`src/rtl/calc_alu_if.sv`:
```
// calc_alu_if: start/done handshake plus operand and result bus between the sequencer and the shared ALU.
interface calc_alu_if #(parameter int W = 40);
  logic alu_start, alu_sign, alu_err, alu_done;
  logic [1:0] alu_op;
  logic [W-1:0] S1, S2, alu_result;
  modport master(output alu_start, alu_op, S1, S2, input alu_result, alu_sign, alu_err, alu_done);
  modport slave(input alu_start, alu_op, S1, S2, output alu_result, alu_sign, alu_err, alu_done);
endinterface

```
`src/rtl/calc_alu_sequencer.sv`:
```
// calc_alu_sequencer: captures two keypad operands, runs one ALU op per start/done handshake, latches the result.
// Optional CALC_TIMEOUT_EN aborts EXEC to the error state after TIMEOUT_CYCLES cycles without alu_done.
module calc_alu_sequencer #(
  parameter int W = 40,
  parameter int TIMEOUT_CYCLES = 1024
) (
  input  logic             clk,
  input  logic             reset_button,
  input  logic             enter_pulse,
  input  logic             enable_switch,
  input  logic [1:0]       op_sel,
  input  logic [W-1:0]     in_val,
  calc_alu_if.master       alu,
  output logic [W-1:0]     result,
  output logic             o_sign,
  output logic [1:0]       display_sel,
  output logic [3:0]       led,
  output logic             busy
);
  typedef enum logic [2:0] {ST_A, ST_B, ST_EXEC, ST_SHOW, ST_ERR} state_t;
  state_t state;
  logic chain;
  logic go;
  assign go = enter_pulse & enable_switch;
`ifdef CALC_TIMEOUT_EN
  localparam int CW = $clog2(TIMEOUT_CYCLES + 1);
  localparam logic [CW-1:0] LAST = CW'(TIMEOUT_CYCLES - 1);
  logic [CW-1:0] cnt;
`else
  localparam int unused_timeout = TIMEOUT_CYCLES;
`endif
  always_ff @(posedge clk or posedge reset_button)
    if (reset_button) begin
      state <= ST_A;
      chain <= 1'b0;
      alu.S1 <= '0;
      alu.S2 <= '0;
      alu.alu_op <= 2'b00;
      alu.alu_start <= 1'b0;
      result <= '0;
      o_sign <= 1'b0;
      display_sel <= 2'b00;
      led <= 4'b0000;
      busy <= 1'b0;
`ifdef CALC_TIMEOUT_EN
      cnt <= '0;
`endif
    end else begin
      alu.alu_start <= 1'b0;
      case (state)
        ST_A: begin
          display_sel <= 2'b00;
          led <= 4'b0001;
          if (go) begin
            alu.S1 <= in_val;
            state <= ST_B;
            display_sel <= 2'b01;
            led <= 4'b0010;
          end
        end
        ST_B: if (go) begin
          alu.S2 <= in_val;
          alu.alu_op <= op_sel;
          alu.alu_start <= 1'b1;
          state <= ST_EXEC;
          display_sel <= 2'b10;
          led <= 4'b0100;
          busy <= 1'b1;
`ifdef CALC_TIMEOUT_EN
          cnt <= '0;
`endif
        end
        ST_EXEC:
          // a done coincident with our own start strobe cannot belong to this op
          if (alu.alu_done && !alu.alu_start) begin
            result <= alu.alu_err ? '0 : alu.alu_result;
            o_sign <= alu.alu_err ? 1'b0 : alu.alu_sign;
            state <= alu.alu_err ? ST_ERR : ST_SHOW;
            led <= alu.alu_err ? 4'b1111 : 4'b0100;
            chain <= alu.alu_err ? 1'b0 : chain;
            display_sel <= 2'b11;
            busy <= 1'b0;
          end
`ifdef CALC_TIMEOUT_EN
          else if (cnt == LAST) begin
            result <= '0;
            o_sign <= 1'b0;
            state <= ST_ERR;
            led <= 4'b1110;
            chain <= 1'b0;
            display_sel <= 2'b11;
            busy <= 1'b0;
          end else cnt <= cnt + 1'b1;
`endif
        ST_SHOW: if (go) begin
          alu.S1 <= result;
          chain <= 1'b1;
          state <= ST_B;
          display_sel <= 2'b01;
          led <= 4'b1000;
        end
        ST_ERR: if (go) begin
          alu.S1 <= '0;
          alu.S2 <= '0;
          chain <= 1'b0;
          state <= ST_A;
          display_sel <= 2'b00;
          led <= 4'b0001;
        end
        default: state <= ST_A;
      endcase
    end
endmodule
```
`src/flat_wrapper.sv`:
```
// flat-port wrapper written by rule: the top's interface ports become plain ports
module calc_alu_sequencer_flat 
#(
  parameter int W = 40,
  parameter int TIMEOUT_CYCLES = 1024
)
  (clk, reset_button, enter_pulse, enable_switch, op_sel, in_val, result, o_sign, display_sel, led, busy, alu_alu_start, alu_alu_op, alu_S1, alu_S2, alu_alu_result, alu_alu_sign, alu_alu_err, alu_alu_done);
  calc_alu_if #(.W(W)) alu_i ();
  input  logic clk;
  input  logic reset_button;
  input  logic enter_pulse;
  input  logic enable_switch;
  input  logic [1:0] op_sel;
  input  logic [W-1:0] in_val;
  output logic [W-1:0] result;
  output logic o_sign;
  output logic [1:0] display_sel;
  output logic [3:0] led;
  output logic busy;
  output wire logic [$bits(alu_i.alu_start)-1:0] alu_alu_start;
  output wire logic [$bits(alu_i.alu_op)-1:0] alu_alu_op;
  output wire logic [$bits(alu_i.S1)-1:0] alu_S1;
  output wire logic [$bits(alu_i.S2)-1:0] alu_S2;
  input wire logic [$bits(alu_i.alu_result)-1:0] alu_alu_result;
  input wire logic [$bits(alu_i.alu_sign)-1:0] alu_alu_sign;
  input wire logic [$bits(alu_i.alu_err)-1:0] alu_alu_err;
  input wire logic [$bits(alu_i.alu_done)-1:0] alu_alu_done;
  assign alu_alu_start = alu_i.alu_start;
  assign alu_alu_op = alu_i.alu_op;
  assign alu_S1 = alu_i.S1;
  assign alu_S2 = alu_i.S2;
  assign alu_i.alu_result = alu_alu_result;
  assign alu_i.alu_sign = alu_alu_sign;
  assign alu_i.alu_err = alu_alu_err;
  assign alu_i.alu_done = alu_alu_done;
  calc_alu_sequencer #(.W(W), .TIMEOUT_CYCLES(TIMEOUT_CYCLES)) u_core (.clk(clk), .reset_button(reset_button), .enter_pulse(enter_pulse), .enable_switch(enable_switch), .op_sel(op_sel), .in_val(in_val), .alu(alu_i), .result(result), .o_sign(o_sign), .display_sel(display_sel), .led(led), .busy(busy));
endmodule
```
`config.mk`:
```
export PLATFORM = sky130hd
export DESIGN_NAME = calc_alu_sequencer_flat
export DESIGN_NICKNAME = d
export VERILOG_FILES = /design/src/rtl/calc_alu_if.sv /design/src/rtl/calc_alu_sequencer.sv /design/src/flat_wrapper.sv
export SDC_FILE = /design/constraint.sdc
export NUM_CORES = 1
export LEC_CHECK = 0
export BUFFER_PORTS_ARGS = -buffer_cell sky130_fd_sc_hd__buf_4
export CORE_MARGIN = 2
export CORE_UTILIZATION = 50
export DETAILED_ROUTE_END_ITERATION = 16
export GPL_TIMING_DRIVEN = 0
export PLACE_DENSITY = 0.8
export SYNTH_ARGS = -nofsm -noshare
export SYNTH_HDL_FRONTEND = slang
export SYNTH_SLANG_ARGS = --single-unit
```
`constraint.sdc`:
```
create_clock -name clk -period 5.5 [get_ports clk]
set_input_delay 0.825 -clock clk [delete_from_list [all_inputs] [get_ports clk]]
set_output_delay 0.825 -clock clk [all_outputs]
set_load 0.03 [all_outputs]
```
==> qor.csv, run 1 <==
metric;value;unit
post-cts-setup-buffers;0;
clkSinkCount;133;
reg2regPathDepth;6;
synth-edff-count;0;
first_global_vias;6177;
grt_pass1_wl;30900;um
grtUsageTotal;29.9;%
vdd_drop_max;286;uV
power_leakage;4.15;nW
grt_overflow;0;
core_area;0.0125;mm^2
final_max_slew_viol_count;0;
critPathLaunchType;input port;
drv_cap;0;
portBuffers;218;
period_minus_slack;2140;ps
ys_warn_count;0;
clkTransAtPathRegs;60;ps
setup-violations-final;0;
clk_latency;420;ps
drc;0;
fillerInstances;942;
ys_async_sr_fraction;100;%
ant_nets;0;
syn_area_per_cell;10.1;um^2
timing.rr.end;u_core.result[16]$_DFFE_PP0P_;
dp_hpwl;14500;um
r2r_start;u_core.alu.alu_start$_DFF_PP0_;
final_common_cell;buf_4;
clock_path_buffers;2;
initial_utilization;50.7;%
drt-wirelength-per-cell;19.1;um
fin_nets;951;
rows;41;
status;complete, no violations;
routed_via_density;5.71;
synth-seq-area-share;52.6;%
synth_area;0.00632;mm^2
antenna_found_initial;0;
synth.distinct_cells;36;
p_per_area;635;mW/mm^2
syn_inst;624;
fin_ws;3360;ps
slew_headroom;59.7;%
cts.repair.resized;0;
dr_total_vias;5968;
cts_inserted_buffers;17;
dieHeight;116;um
synth_ff_type;dfrtp_1;
final_cell_mix;buf_4 (220), dfrtp_1 (133), nand2_1 (100);
hold_ws;471;ps
finalHoldViolCount;0;
wl;19900;um
cts.htree.levels;4;
holdCritPathClass;input port to asynchronous set/reset pin;
antenna_cells;0;
rsz0062_at_grt;false;
place_ws;2960;ps
critPathCapture;u_core.result[16]$_DFFE_PP0P_;
die_width;116;um
drt_first_pass_iters;5;
gp_congestion;0.904;
syn_nets;713;
io_pins;220;
ys_seq_elements;133;
grt_max_degree;74;
drive_gt1_share;36.0;%
ctsHoldBuffers;0;
path_max_fanout;10;
finClkSkew;7.24;ps
fin_crit_sh;38.9;%
cts_tree;yes;
startpoint;alu_alu_done;
die_area;0.0136;mm^2
worstPathRequired;5780;ps
first_iter_violations;381;
crit_type;input port to register;
end_kind;register;
reg2reg_slack;3460;ps
fmax;0.467;GHz
area_delta_synth_final;38.9;%
worstPathArrival;2420;ps
cts_root_buffer;clkbuf_16;
worstMarginPinSlew;600;ps
==> state kept, by name, summed over array words and instances, names as in the netlist <==
signal	count
u_core.alu.alu_start	1
u_core.alu.S2	40
u_core.busy	1
u_core.state	3
u_core.o_sign	1
u_core.alu.alu_op	2
u_core.display_sel	1
u_core.led	4
u_core.alu.S1	40
u_core.result	40
==> logic make-up after synthesis <==
logic type | count (synthesis) | share of synthesized area, %
AOI/OAI and AO/OA | 229 | 26.0
and+or+nand+nor | 193 | 15.7
DFF | 133 | 52.6
buffers and inverters | 63 | 4.77
muxes | 4 | 0.692
xor gates and xnor gates | 2 | 0.277
==> power by group <==
part	switching (mW)	leakage, nW	total [mW]	internal (mW)
clock	0.416	0.291	1.11	0.693
combinational	1.76	2.17	2.80	1.04
sequential	0.289	1.69	1.67	1.38
==> synthesized netlist by cell type (3+ instances only) <==
master,instances,area (um^2)
buf_6,5,56.3
inv_1,3,11.3
nor2b_1,3,18.8
clkbuf_1,36,135
o31ai_2,39,488
dfrtp_1,133,3330
nor2_1,6,22.5
nand2b_1,43,269
o22ai_1,8,50.1
a22o_1,40,350
mux2_1,3,33.8
nand2_1,100,375
a21oi_1,46,230
o22a_1,3,26.3
buf_2,16,80.1
o21ai_1,6,30.0
o21ai_0,77,385
nand3b_1,33,248
==> worst max-delay path, stage by stage <==
cell      delay [ps]
buf_4             80
nor2b_1          130
clkbuf_1         270
nand3_1          490
clkbuf_1         380
nand2_1          140
o21ai_0           90
==> worst min path at each step <==
stage	startpoint	to	slack, ps	cells after the start
2_1_floorplan	u_core.alu.S1[32]$_DFFE_PP0P_	u_core.alu.S1[32]$_DFFE_PP0P_	650	2
3_3_place_gp	u_core.alu.S1[7]$_DFFE_PP0P_	u_core.alu.S1[7]$_DFFE_PP0P_	470	2
3_5_place_dp	u_core.alu.S1[19]$_DFFE_PP0P_	u_core.alu.S1[19]$_DFFE_PP0P_	470	2
4_1_cts	reset_button	u_core.alu.S2[13]$_DFFE_PP0P_	490	2
5_1_grt	reset_button	u_core.alu.S1[14]$_DFFE_PP0P_	510	2
6_report	reset_button	u_core.alu.S2[10]$_DFFE_PP0P_	470	2
==> through the flow <==
step                area [um^2]  power (mW)  instances  utilization [%]  setup TNS [ps]
floorplan                  6320        3.40        624                -               0
global placement           8180        4.36       1014             65.6          -24160
detailed placement         8210        4.46       1015             65.9               0
CTS                        8780        5.58       1046             70.5               0
global route               8780        5.86       1046             70.5               0
finish                     8780        5.58       1046             70.5               0
==> per-layer routing <==
metal / wire length, um / GRT usage (%) / vias to the layer above
li1: - / - / 2698
met1: 7960 / 36.8 / 2945
met2: 10100 / 50.7 / 281
met3: 1310 / 6.18 / 44
met4: 565 / 13.7 / 0
met5: 0 / 0 / -
==> final cells by class <==
cell class | instances | area (um^2) | share of cell area, %
repair buffers | 219 | 1660 | 18.9
plain buffers | 60 | 290 | 3.30
clock inverters | 11 | 108 | 1.23
multi-input cells | 428 | 2700 | 30.7
inverters | 3 | 16.3 | 0.185
well taps | 172 | 215 | 2.45
flip-flops and latches | 133 | 3330 | 37.9
clock buffers | 20 | 467 | 5.31
Note: power is estimated with default switching activity, not from simulation.
==> run 2, diff against run 1 <==
==> constraint.sdc (replaced) <==
create_clock -name clk -period 2.1 [get_ports clk]
set_input_delay 0.315 -clock clk [delete_from_list [all_inputs] [get_ports clk]]
set_output_delay 0.315 -clock clk [all_outputs]
set_load 0.03 [all_outputs]
==> run 2 against run 1 <==
Total power rose to 2.6 times the previous value. Core utilization rose by 0.36 points. First-iteration DRC count is 35% higher. Sequential cell count unchanged. Register-to-register slack worse by 3300 ps. Combinational power rose to 2.6 times the previous value. Sequential share of layout area is 0.19 points lower. Sequential power rose to 2.6 times the previous value. Non-clock buffer count rose by 3. Wire length is 1.2% lower. Largest power group unchanged.
==> qor.csv, run 2 (synthesis gave the netlist of run 1 again) <==
metric;value;unit;change
fillerInstances;938;;-0.42%
cts.htree.levels;4;;unchanged
gp_congestion;0.860;;-4.9%
antenna_found_initial;0;;unchanged
placed_area;0.00824;mm^2;+0.38%
clk_latency;420;ps;about the same
path_max_fanout;10;;unchanged
wl;19700;um;-1.2%
end_kind;register;;
clkTransAtPathRegs;60;ps;about the same
ant_nets;0;;unchanged
critPathLaunchType;register;;
initial_utilization;50.7;%;unchanged
io_pins;220;;unchanged
p_comb_share;50.5;%;+0.3 points
antenna_cells;0;;unchanged
status;complete, no violations;;
drc;0;;unchanged
cts_root_buffer;clkbuf_16;;
dieHeight;116;um;unchanged
worstMarginPinSlew;625;ps;+25.2 ps
worstPathRequired;2400;ps;-3380 ps
final_common_cell;buf_4;;
p_sw_share;44.2;%;about the same
drt-wirelength-per-cell;18.8;um;-1.6%
rows;41;;unchanged
grt_pass1_wl;30600;um;-1.1%
grt_max_degree;41;;-45%
finalHoldViolCount;0;;unchanged
first_global_vias;6110;;-1.1%
p_seq_share;29.9;%;about the same
finClkSkew;6.44;ps;-0.802 ps
period_minus_slack;1920;ps;
multi_input_area;0.00270;mm^2;+0.19%
setup-violations-final;0;;unchanged
clkSinkCount;133;;unchanged
die_width;116;um;unchanged
regArea;0.00333;mm^2;unchanged
grtUsageTotal;29.6;%;-0.25 points
setup_tns;0;ps;unchanged
power_switching;6.43;mW;+160%
post-cts-setup-buffers;0;;unchanged
final_max_slew_viol_count;0;;unchanged
clkPwrFrac;19.6;%;-0.3 points
dr_total_vias;5924;;-0.74%
fin_crit_sh;91.5;%;
cts_tree;yes;;
top_regs;u_core.alu.S1 (40), u_core.alu.S2 (40), u_core.result (40);;
clock_path_buffers;2;;unchanged
final_cell_mix;buf_4 (220), dfrtp_1 (133), nand2_1 (100);;
first_iter_violations;516;;+35%
crit_type;register to register;;
portBuffers;218;;unchanged
hold_ws;107;ps;-364 ps
p_per_area;1650;mW/mm^2;+160%
drt_first_pass_iters;5;;unchanged
fmax;0.520;GHz;
area_delta_synth_final;39.6;%;
cts_inserted_buffers;17;;unchanged
fin_nets;954;;+0.32%
fin_cells;1050;;+0.38%
final_area;0.00883;mm^2;+0.51%
power.internal;8.12;mW;+160%
grt_overflow;0;;unchanged
routed_via_density;5.64;;-1.1%
vdd_drop_max;875;uV;+210%
drv_cap;0;;unchanged
slew_headroom;58.3;%;-1.4 points
rsz0062_at_grt;false;;
dp_hpwl;14500;um;+0.47%
dp_cells;1017;;+0.20%
core_area;0.0125;mm^2;unchanged
worstPathArrival;2230;ps;-190 ps
power_leakage;4.16;nW;+0.23%
holdCritPathClass;input port to register;;
die_area;0.0136;mm^2;unchanged
drive_gt1_share;36.2;%;+0.18 points
run 2: changes by cell type in the layout (fill, tap and decap cells not counted), moves of 2 or more:
cell        change
clkinvlp_4      +2
buf_12          +3
clkinv_2        -2
clkbuf_8        +2
run 2: critical path, cell delays in order, from the launching register on:
cell and delay [ps]:
dfrtp_1 310, buf_2 210, clkbuf_1 460, clkbuf_1 430, nand3b_1 130, o21ai_0 160
o31ai_2 90
run 2: timing repair:
| item | CTS | global route |
|---|---|---|
| setup endpoints to repair | 0 | 31 |
| hold endpoints to repair | 24 | 0 |
| hold buffers | 1 | 0 |
| gates resized for setup | 0 | 1 |
run 2: final timing paths:
| path | start | endpoint | slack [ps] | cells past startpoint |
|---|---|---|---|---|
| setup reg to reg | u_core.state[0]$_DFFE_PP0P_ | u_core.alu.S1[9]$_DFFE_PP0P_ | 180 | 6 |
| hold reg to reg | u_core.alu.S1[3]$_DFFE_PP0P_ | u_core.alu.S1[3]$_DFFE_PP0P_ | 480 | 2 |
| setup / recovery | u_core.state[0]$_DFFE_PP0P_ | u_core.alu.S1[9]$_DFFE_PP0P_ | 180 | 6 |
| max in group asynchronous | reset_button | u_core.alu.S1[10]$_DFFE_PP0P_ | 730 | 5 |
| hold / removal | op_sel[0] | u_core.alu.alu_op[0]$_DFFE_PP0P_ | 110 | 2 |
| min in group asynchronous | reset_button | u_core.alu.S1[35]$_DFFE_PP0P_ | 530 | 3 |
run 2: layout make-up:
class | instances | share of cell area, %
buffer | 60 | 3.29
sequential | 133 | 37.7
clock inverter | 9 | 0.850
multi-input combinational | 428 | 30.6
tap | 172 | 2.44
inverter | 3 | 0.170
clock buffer | 23 | 5.64
timing repair buffer | 222 | 19.3
run 2: per-layer routing:
metal  part of all wire [%]  track usage [%]
met1                     41             36.3
met5                      0                0
met2                     51             50.3
met4                    2.5             13.2
met3                    6.2             6.64
run 2: power groups by stage:
| stage | Combinational (mW) | Clock [mW] | Sequential [mW] |
|---|---|---|---|
| 6_report | 7.35 | 2.85 | 4.35 |
| 3_3_place_gp | 7.11 | 0 | 4.31 |
| 4_1_cts | 7.36 | 2.87 | 4.34 |
| 2_1_floorplan | 2.66 | 0 | 6.25 |
| 5_1_grt | 7.84 | 3.00 | 4.47 |
| 3_5_place_dp | 7.31 | 0 | 4.36 |
run 2: stage by stage:
stage                     util (%)  setup slack [ps]  power (mW)
after floorplan                  -               134        8.91
after CTS                     70.8               102        14.6
after global routing          70.8              24.7        15.3
after detailed placement      66.1               122        11.7
after global placement        65.6              -637        11.4
final                         70.8               178        14.5
